$ cat src/rtl/mem_access_master_pkg.sv
// Shared definitions for the memory access master: FSM state encoding
// and the address/data widths common with the single-port memory.
package mem_access_master_pkg;

  localparam int MEM_ADDR_WIDTH = 4;
  localparam int MEM_DATA_WIDTH = 16;

  typedef enum logic [2:0] {
    IDLE  = 3'd0,
    ISSUE = 3'd1,
    WAIT  = 3'd2,
    CAPT  = 3'd3,
    CLR   = 3'd4,
    RESP  = 3'd5
  } state_e;

endpackage

$ cat src/rtl/mem_access_master.sv
// Single-outstanding initiator for the synchronous single-port memory.
// Optional write loopback compare is built with WR_LOOPBACK_CHECK_EN.
module mem_access_master
  import mem_access_master_pkg::*;
#(
  parameter int ADDR_WIDTH = MEM_ADDR_WIDTH,
  parameter int DATA_WIDTH = MEM_DATA_WIDTH,
  parameter int CNT_WIDTH  = 16
) (
  input  logic                  clk,
  input  logic                  reset,
  input  logic                  req_valid,
  output logic                  req_ready,
  input  logic                  req_wr,
  input  logic [ADDR_WIDTH-1:0] req_addr,
  input  logic [DATA_WIDTH-1:0] req_wdata,
  output logic                  rsp_valid,
  input  logic                  rsp_ready,
  output logic [DATA_WIDTH-1:0] rsp_rdata,
  output logic                  rsp_err,
  output logic [CNT_WIDTH-1:0]  txn_count,
  output logic                  mem_en,
  output logic                  mem_rd_wr,
  output logic [ADDR_WIDTH-1:0] mem_addr,
  output logic [DATA_WIDTH-1:0] mem_wr_data,
  input  logic [DATA_WIDTH-1:0] mem_rd_data,
  input  logic                  mem_error,
  output logic                  mem_err_clr,
  output logic                  mem_out_wr_data_en,
  input  logic [DATA_WIDTH-1:0] mem_out_wr_data
);

  state_e                state;
  state_e                state_n;
  logic                  ready_q;
  logic                  wr_q;
  logic [ADDR_WIDTH-1:0] addr_q;
  logic [DATA_WIDTH-1:0] wdata_q;
  logic [DATA_WIDTH-1:0] rdata_q;
  logic                  err_q;
  logic                  mem_error_q;
  logic [CNT_WIDTH-1:0]  count_q;
  logic                  accept;
  logic                  edge_hit;
  logic                  lb_hit;
  logic                  err_hit;

  assign accept = req_valid & ready_q;

  // Only a rising edge seen while our transaction is in flight counts.
  assign edge_hit = mem_error & ~mem_error_q &
                    (state inside {ISSUE, WAIT, CAPT});

`ifdef WR_LOOPBACK_CHECK_EN
  assign lb_hit = (state == CAPT) & wr_q &
                  (mem_out_wr_data != wdata_q);
`else
  logic unused_lb;
  assign unused_lb = ^mem_out_wr_data;
  assign lb_hit    = 1'b0;
`endif

  assign err_hit = edge_hit | lb_hit;

  always_ff @(posedge clk or posedge reset) begin
    if (reset) begin
      state <= IDLE;
    end else begin
      state <= state_n;
    end
  end

  always_comb begin
    state_n = state;
    unique case (state)
      IDLE:    if (accept) state_n = ISSUE;
      ISSUE:   state_n = WAIT;
      WAIT:    state_n = CAPT;
      CAPT:    state_n = (err_q | err_hit) ? CLR : RESP;
      CLR:     state_n = RESP;
      RESP:    if (rsp_ready) state_n = IDLE;
      default: state_n = IDLE;
    endcase
  end

  always_ff @(posedge clk or posedge reset) begin
    if (reset) begin
      ready_q     <= 1'b0;
      wr_q        <= 1'b0;
      addr_q      <= '0;
      wdata_q     <= '0;
      rdata_q     <= '0;
      err_q       <= 1'b0;
      mem_error_q <= 1'b0;
      count_q     <= '0;
    end else begin
      ready_q     <= (state_n == IDLE);
      mem_error_q <= mem_error;
      if (state == IDLE) begin
        err_q <= 1'b0;
        if (accept) begin
          wr_q    <= req_wr;
          addr_q  <= req_addr;
          wdata_q <= req_wdata;
        end
      end else if (err_hit) begin
        err_q <= 1'b1;
      end
      if (state == CAPT) begin
        rdata_q <= wr_q ? '0 : mem_rd_data;
      end
      if (state == RESP && rsp_ready) begin
        count_q <= count_q + 1'b1;
      end
    end
  end

  always_comb begin
    mem_en             = (state == ISSUE);
    mem_err_clr        = (state == CLR);
    rsp_valid          = (state == RESP);
    rsp_err            = err_q & (state == RESP);
    mem_out_wr_data_en = 1'b0;
`ifdef WR_LOOPBACK_CHECK_EN
    mem_out_wr_data_en = wr_q & (state inside {ISSUE, WAIT});
`endif
  end

  assign req_ready   = ready_q;
  assign mem_rd_wr   = wr_q;
  assign mem_addr    = addr_q;
  assign mem_wr_data = wdata_q;
  assign rsp_rdata   = rdata_q;
  assign txn_count   = count_q;

endmodule

$ cat config.mk
export PLATFORM = sky130hd
export DESIGN_NAME = mem_access_master
export DESIGN_NICKNAME = d
export VERILOG_FILES = /design/src/rtl/mem_access_master_pkg.sv /design/src/rtl/mem_access_master.sv
export SDC_FILE = /design/constraint.sdc
export NUM_CORES = 1
export LEC_CHECK = 0
export ABC_AREA = 1
export ABC_CLOCK_PERIOD_IN_PS = 3250
export BUFFER_PORTS_ARGS = -buffer_cell sky130_fd_sc_hd__buf_2
export CORE_MARGIN = 2
export CORE_UTILIZATION = 45
export CTS_CLUSTER_DIAMETER = 50
export DETAILED_ROUTE_END_ITERATION = 8
export PLACE_DENSITY = 0.76
export SLEW_MARGIN = 15
export SYNTH_ARGS = -nofsm -noshare
export SYNTH_HDL_FRONTEND = slang
export SYNTH_SLANG_ARGS = --single-unit
$ cat constraint.sdc
create_clock -name clk -period 3.25 [get_ports clk]
set_clock_uncertainty 0.05 [all_clocks]
set_input_delay 0 -clock clk [delete_from_list [all_inputs] [get_ports clk]]
set_output_delay 0 -clock clk [all_outputs]
set_load 0.05 [all_outputs]
Word-level counts from Yosys, hierarchy flattened
Cells that the tools add are included.

word-level totals
  register bits after elaboration = 59
  input port bits = 58
  output and inout bits = 59
  logic and storage cells = 34

operators by class
  add/subtract/negate cells = 1
  equality and inequality tests = 5
  mux-type cells = 7
  bitwise gates (word level) = 6
  reductions and logical operators = 6

operator list
  operator                 count
  $pmux W3 S6              1
  $add A16 B1 Y16 const B  1
  $mux W16                 1
  $eq A3 B2 Y1 const B     2
  $eq A3 B3 Y1 const B     2
  $logic_not A3 Y1         2
  $mux W3                  2
  $and A1 B1 Y1            4
  $eq A3 B1 Y1 const B     1
  $mux W1                  3
  $reduce_bool A3 Y1       1
  $reduce_and A2 Y1        1
  $reduce_bool A2 Y1       1
  $logic_and A1 B1 Y1      1
  $not A1 Y1               1
  $or A1 B1 Y1             1

Depth between registers and ports, before layout
Gate-level depths: netlist of the first run.

  depth after elaboration = 7
  mapped depth = 8
  mapped depth without buffers = 8

Worst setup path after synthesis of the first run
OpenSTA, ideal clock, no wires.

  path kind = reg-to-reg
  start point = register state[0]
  end point = register ready_q (netlist: req_ready)
  data arrival time = 1.548 ns
  required time = 3.082 ns
  path slack = 1.534 ns
  cell stages (with the launch flop) = 7
  path buffers = 0
  period minus slack after synthesis = 1.716 ns
  path through = dfrtp_1 -> inv_2 -> nand2_1 -> nor2_1 -> a21oi_2 -> nand3_1 -> nor2_1

RTL lines
  item                      RTL line                 RTL
  start: declaration        mem_access_master.sv:33  state_e state;
  start signal: assignment  mem_access_master.sv:69  state <= state_n;
  $eq A3 B3 Y1              --
  net mem_err_clr           mem_access_master.sv:28  output logic mem_err_clr,
  $pmux W3 S6               mem_access_master.sv:75  unique case (state)
  net state_n[0]            mem_access_master.sv:34  state_e state_n;
  $logic_not A3 Y1          mem_access_master.sv:97  ready_q <= (state_n == IDLE);
  end signal: assignment    mem_access_master.sv:97
  end: declaration          mem_access_master.sv:35  logic ready_q;

The timed path passes the listed nets, and every way through them passes these cells.
A chain may end at the register's enable or synchronous reset.

Worst setup path in the final report of the first run
  start point = register state[2]
  end point = register ready_q (netlist: req_ready)

between the ends
  cells in the longest elaborated chain, start to end = 7

RTL lines
  item                                          RTL line                                          RTL
  $eq A3 B1 Y1 or $eq A3 B2 Y1 (tied branches)  mem_access_master.sv:52, mem_access_master.sv:75
  $reduce_bool A3 Y1                            mem_access_master.sv:52                           (state inside {ISSUE, WAIT, CAPT});
  $and A1 B1 Y1                                 mem_access_master.sv:51                           assign edge_hit = mem_error & ~mem_error_q &
  $or A1 B1 Y1                                  mem_access_master.sv:79                           CAPT: state_n = (err_q | err_hit) ? CLR : RESP;
  $mux W1                                       mem_access_master.sv:79
  $pmux W3 S6 (*)                               mem_access_master.sv:75
  net state_n[0]                                mem_access_master.sv:34
  $logic_not A3 Y1 (*)                          mem_access_master.sv:97

The timed path passes the listed nets; every way through them passes the cells marked *.

==> flow_summary.json, run 1 <==
{
  "dp_slack_ns": 1.624,
  "crit_family": "simple AND/OR/NAND/NOR gates",
  "cts-buffers-inserted": 9,
  "via_per_inst": 4.790,
  "post_cts_resize_count": 0,
  "drc": 0,
  "cts.sinks": 59,
  "regToRegEndpoint": "req_ready",
  "hpwl_um": 4232,
  "synth_area_um2": 2678,
  "finalWirelength_um": 7045,
  "synth_nets": 380,
  "max-vdd-ir-drop_v": 0.0006332,
  "rsz0062_at_grt": "no",
  "slew_headroom_pct": 41.57,
  "dieArea_um2": 6583,
  "grt_pass1_vias": 2402,
  "endpoint_kind": "register",
  "slew_violations": 0,
  "num_vias": 2596,
  "drtIter0Drc": 157,
  "critPathArrivalTime_ns": 1.80,
  "path_cells": "inv_2, nand3_2, nor2_1, nand2_1, nand3_1, nor2_1",
  "hold_viol": 0,
  "syn2layout_area_growth_pct": 43.18,
  "grt_use_total_pct": 22.28,
  "gr-total-overflow": 0,
  "start_kind": "register",
  "fin_crit_ns": 1.634,
  "cp_num_cells": 6,
  "seqCellArea_um2": 1476,
  "netlist-cell-type-count": 26,
  "die-height_um": 81.14,
  "timing.reg2reg.setup_slack_ns": 1.62,
  "setup_tns_ns": 0,
  "crit_end": "req_ready",
  "fp.dieW_um": 81.14,
  "synth-seq-cells": 59,
  "critPathMaxFanout": 35,
  "coreArea_um2": 5851,
  "drtPass1Iterations": 4,
  "final_common_cell": "nand2_1",
  "most-common-layout-cells": "nand2_1 (146), buf_2 (99), dfrtp_1 (59), dlygate4sd3_1 (39), inv_1 (22)",
  "initial_utilization_pct": 45.77,
  "max_stage_delay_ns": 0.45,
  "setup.worst_path.start": "state[2]",
  "worstPathRequired_ns": 3.42,
  "multi_input_area_um2": 1049,
  "cpMostUsedCell": "nor2_1",
  "grt_pass1_wl_um": 11080,
  "antenna_left": 0,
  "rr_worst_depth": 6,
  "p_leak_nw": 2.183,
  "io_buffers": 99,
  "fill_cells": 455,
  "synth_top_area_share_pct": 55.14,
  "r2r_start": "state[2]",
  "syn_area_per_cell_um2": 8.341,
  "final_nets": 521,
  "layout_setup_ws_ns": 1.616,
  "pin_count": 117,
  "yosysSeqAreaShare_pct": 55.14,
  "outcome": "finished clean",
  "post-route-period-util_pct": 50.29,
  "synth_top_area_cell": "dfrtp_1",
  "worst_pin_slew_ns": 0.8752,
  "cts_max_level": 3,
  "crit_type": "register to register",
  "grt_max_degree": 42,
  "fmax_mhz": 611.9,
  "cap_violations": 0,
  "setup_viol": 0,
  "placementRows": 28,
  "cts_root_buffer": "clkbuf_8",
  "hold_path.class": "input port to register",
  "synth_area_leaders": "dfrtp_1 (55%), nand2_1 (20%), inv_1 (3.2%)",
  "avgRoutedWirePerCell_um": 13.00,
  "drive_gt1_share_pct": 28.27,
  "antenna_found_initial": 0,
  "diodes": 0,
  "clockBufferDepth": 2,
  "gp_congestion": 0.8379,
  "cts_tree": "done",
  "clk_latency_ns": 0.32,
  "cp_num_buf_inv": 1,
  "power.density_nw_per_um2": 894.6,
  "synth-warning-count": 0,
  "clkTransAtPathRegs_ns": 0.07,
  "syn-instance-count": 321,
  "slowest_stage": "nand3_2"
}
==> cell families after synthesis <==
family,after synthesis,synth area share [%]
buffers and inverters,38,5.700
AO/OA/AOI/OAI,19,3.785
other,1,0.1401
flip-flops,59,55.14
XOR/XNOR,8,2.897
adder cells (fa/ha/maj),1,0.4672
AND/OR/NAND/NOR,195,31.87
==> layout make-up <==
| class | count | share of cell area [%] |
|---|---|---|
| clock buffer | 11 | 3.427 |
| inverter | 28 | 2.742 |
| clock inverter | 5 | 2.023 |
| sequential | 59 | 38.51 |
| timing repair buffer | 140 | 23.50 |
| multi-input combinational | 224 | 27.35 |
| tap | 75 | 2.448 |
==> worst min-delay path by stage <==
| stage | from | to | cells past startpoint |
|---|---|---|---|
| 3_5_place_dp | mem_error | mem_error_q | 1 |
| 2_1_floorplan | mem_error | mem_error_q | 0 |
| 6_report | rsp_ready | txn_count[0] | 3 |
| 3_3_place_gp | mem_error | mem_error_q | 1 |
| 5_1_grt | rsp_ready | state[2] | 4 |
| 4_1_cts | rsp_ready | txn_count[0] | 3 |
==> state kept, by name, summed over array words and instances, names as in the netlist <==
name	cells
err_q	1
mem_addr	4
mem_error_q	1
mem_rd_wr	1
mem_wr_data	16
req_ready	1
rsp_rdata	16
state	3
txn_count	16
==> metrics by stage <==
step | power, mW | cell area, µm² | instances | utilization [%] | hold slack (ns)
final | 3.430 | 3834 | 542 | 65.53 | 0.04321
after global routing | 3.615 | 3834 | 542 | 65.53 | 0.03984
after CTS | 3.419 | 3834 | 542 | 65.53 | 0.03418
after detailed placement | 2.659 | 3234 | 487 | 55.28 | 0.08164
after global placement | 2.621 | 3234 | 487 | 55.28 | 0.07531
after floorplan | 2.296 | 2678 | 321 | - | -0.01857
==> per-layer routing <==
layer	vias up	wire [µm]	global-route usage [%]
li1	1267	-	-
met1	1212	3012	27.51
met2	99	3364	35.37
met3	18	504	7.111
met4	0	163	10.85
met5	-	0	0
==> power by group <==
part	internal, mW	switching (mW)	total (mW)
registers	0.966	0.172	1.14
clock network	0.430	0.286	0.716
logic	0.357	1.22	1.58
==> repair_timing <==
item / 4_1_cts / 5_1_grt
endpoints found under the hold margin: 79 / 0
hold buffers: 39 / 0
setup buffers: 0 / 0
==> cell usage after synthesis <==
library cell and instances:
nand3_1 12, xnor2_1 3, o21a_1 1, inv_2 4
nor2_1 18, nand2_1 146, nor2_2 2, xor2_1 4
conb_1 1, xor2_2 1, dfrtp_1 59, clkinv_1 1
nand4_1 7, inv_1 23, buf_2 5, nand4_4 1
nand2_4 2, nand3_2 2, nor2_8 1, nor2_4 2
buf_4 1, o21ai_0 17, ha_1 1, nand3b_1 2
clkbuf_1 4, a21oi_2 1
==> worst reg2reg max path, stage by stage (launching register included) <==
cell and delay (ns):
dfrtp_1 0.43, inv_2 0.13, nand3_2 0.45, nor2_1 0.23, nand2_1 0.08, nand3_1 0.10
nor2_1 0.05
(Power assumes the default switching activity.)
==> run 2, diff against run 1 <==
ABC_CLOCK_PERIOD_IN_PS = 1350   (was 3250)
CORE_UTILIZATION = 43   (was 45)
clock period = 1.35 ns   (was 3.25 ns; I/O delays follow)
==> flow_summary.json, run 2 (synthesis results as in run 1) <==
{
  "coreArea_um2": 5956,
  "layout_setup_ws_ns": -0.03227,
  "clkTransAtPathRegs_ns": 0.08,
  "clockBufferDepth": 2,
  "dieArea_um2": 6874,
  "critPathMaxFanout": 3,
  "min_from": "req_valid",
  "antenna_left": 0,
  "most-common-layout-cells": "nand2_1 (145), buf_2 (95), dfrtp_1 (44), dlygate4sd3_1 (40), inv_1 (21)",
  "final_common_cell": "nand2_1",
  "slew_violations": 0,
  "cap_violations": 0,
  "setup.worst_path.start": "state[0]",
  "setup_viol": 4,
  "crit_end": "rsp_err",
  "avgRoutedWirePerCell_um": 13.76,
  "via_per_inst": 4.826,
  "diodes": 0,
  "cts-buffers-inserted": 9,
  "drtIter0Drc": 116,
  "drc": 0,
  "worstPathRequired_ns": 1.30,
  "initial_utilization_pct": 44.96,
  "placementRows": 28,
  "pin_count": 117,
  "fmax_mhz": 723.4,
  "grt_use_total_pct": 22.63,
  "placed_cells": 500,
  "drive_gt1_share_pct": 36.34,
  "r2r_start": "state[0]",
  "cts.sinks": 59,
  "timing.reg2reg.setup_slack_ns": -0.02,
  "fp.dieW_um": 82.91,
  "clk_latency_ns": 0.33,
  "gp_congestion": 0.8101,
  "grt_pass1_wl_um": 12630,
  "cts_max_level": 3,
  "hold_viol": 0,
  "rsz0062_at_grt": "yes",
  "violations": "setup timing",
  "gr-total-overflow": 0,
  "start_kind": "register",
  "rr_worst_depth": 7,
  "power.density_nw_per_um2": 2107,
  "p_leak_nw": 2.287,
  "hold_path.class": "input port to register",
  "hpwl_um": 4460,
  "max-vdd-ir-drop_v": 0.001226,
  "outcome": "complete, but fails checks",
  "fill_cells": 431,
  "post-route-period-util_pct": 102.4,
  "num_vias": 2712,
  "endpoint_kind": "output pin",
  "antenna_found_initial": 0,
  "io_buffers": 99,
  "drtPass1Iterations": 5,
  "critPathArrivalTime_ns": 1.33,
  "crit_type": "register to output pin",
  "syn2layout_area_growth_pct": 55.65,
  "grt_max_degree": 35,
  "regToRegEndpoint": "mem_rd_wr",
  "grt_pass1_vias": 2682,
  "die-height_um": 82.91,
  "cts_tree": "done",
  "holdWs_ns": 0.08526,
  "final_cells": 562,
  "cts_root_buffer": "clkbuf_8",
  "whs_path_depth": 4,
  "final_nets": 541,
  "finalWirelength_um": 7734,
  "fin_crit_ns": 1.382
}
-- run 2: changes by cell type in the layout (fill, tap and decap cells not counted), moves of 3 or more --
cell and delta:
buf_12 +4, dfrtp_1 -15, nor2_1 -5, buf_2 -4, buf_6 +6, dfrtp_2 +15, nor2_4 +3, buf_4 +12
-- run 2: power by group --
| part | internal, mW | leakage [nW] | total [mW] | switching, mW |
|---|---|---|---|---|
| Clock | 0.952 | 0.0986 | 1.67 | 0.714 |
| Combinational | 1.25 | 1.45 | 4.41 | 3.16 |
| Sequential | 2.34 | 0.737 | 2.70 | 0.364 |
| Total | 4.54 | 2.29 | 8.78 | 4.24 |
-- run 2: what timing repair did --
| item | in CTS | in global routing |
|---|---|---|
| gates resized for setup | 8 | 13 |
| pin swaps | 0 | 4 |
| endpoints found under the hold margin | 99 | 0 |
| setup endpoints to repair | 28 | 32 |
| hold buffers | 40 | 0 |
| cloned | 0 | 1 |
| buffers inserted | 2 | 3 |
-- run 2: layout make-up --
type,count,area (µm²),share of cell area (%)
sequential,59,1495,35.87
timing repair buffer,160,1154,27.68
multi-input combinational,224,1109,26.60
clock buffer,12,155.1,3.723
inverter,28,111.4,2.672
tap,75,93.84,2.252
clock inverter,4,50.05,1.201
-- run 2: worst max-delay path: stages, from the launching register on --
cell and delay [ns]:
dfrtp_1 0.43, buf_6 0.14, nand3_2 0.13, nor2_2 0.14, buf_6 0.17
-- run 2: per-layer routing --
layer | wire (µm) | vias to the layer above | GRT usage, %
met2 | 3696 | 122 | 36.14
met5 | 0 | - | 0
met1 | 3285 | 1273 | 28.72
met3 | 647 | 11 | 7.058
met4 | 104 | 0 | 8.942
li1 | - | 1306 | -
-- run 2: worst min-delay path by stage --
stage                        end  slack (ns)
detailed placement  rsp_rdata[3]       -0.04
global route            state[0]        0.09
CTS                     state[0]        0.08
finish                  state[0]        0.09
floorplan            mem_error_q       -0.02
global placement    rsp_rdata[7]       -0.04
-- run 2: through the flow --
step / setup TNS, ns / worst slack [ns] / utilization, % / instance area, µm² / total power [mW]
6_report: -0.08194 / -0.03227 / 69.98 / 4168 / 8.780
5_1_grt: -1.396 / -0.1032 / 69.98 / 4168 / 9.214
4_1_cts: -0.0002414 / -0.0002414 / 68.30 / 4068 / 8.534
3_5_place_dp: -0.1221 / -0.02033 / 57.50 / 3425 / 6.695
3_3_place_gp: 0 / 0.01238 / 57.50 / 3425 / 6.613
2_1_floorplan: -0.4349 / -0.1278 / - / 2726 / 5.568
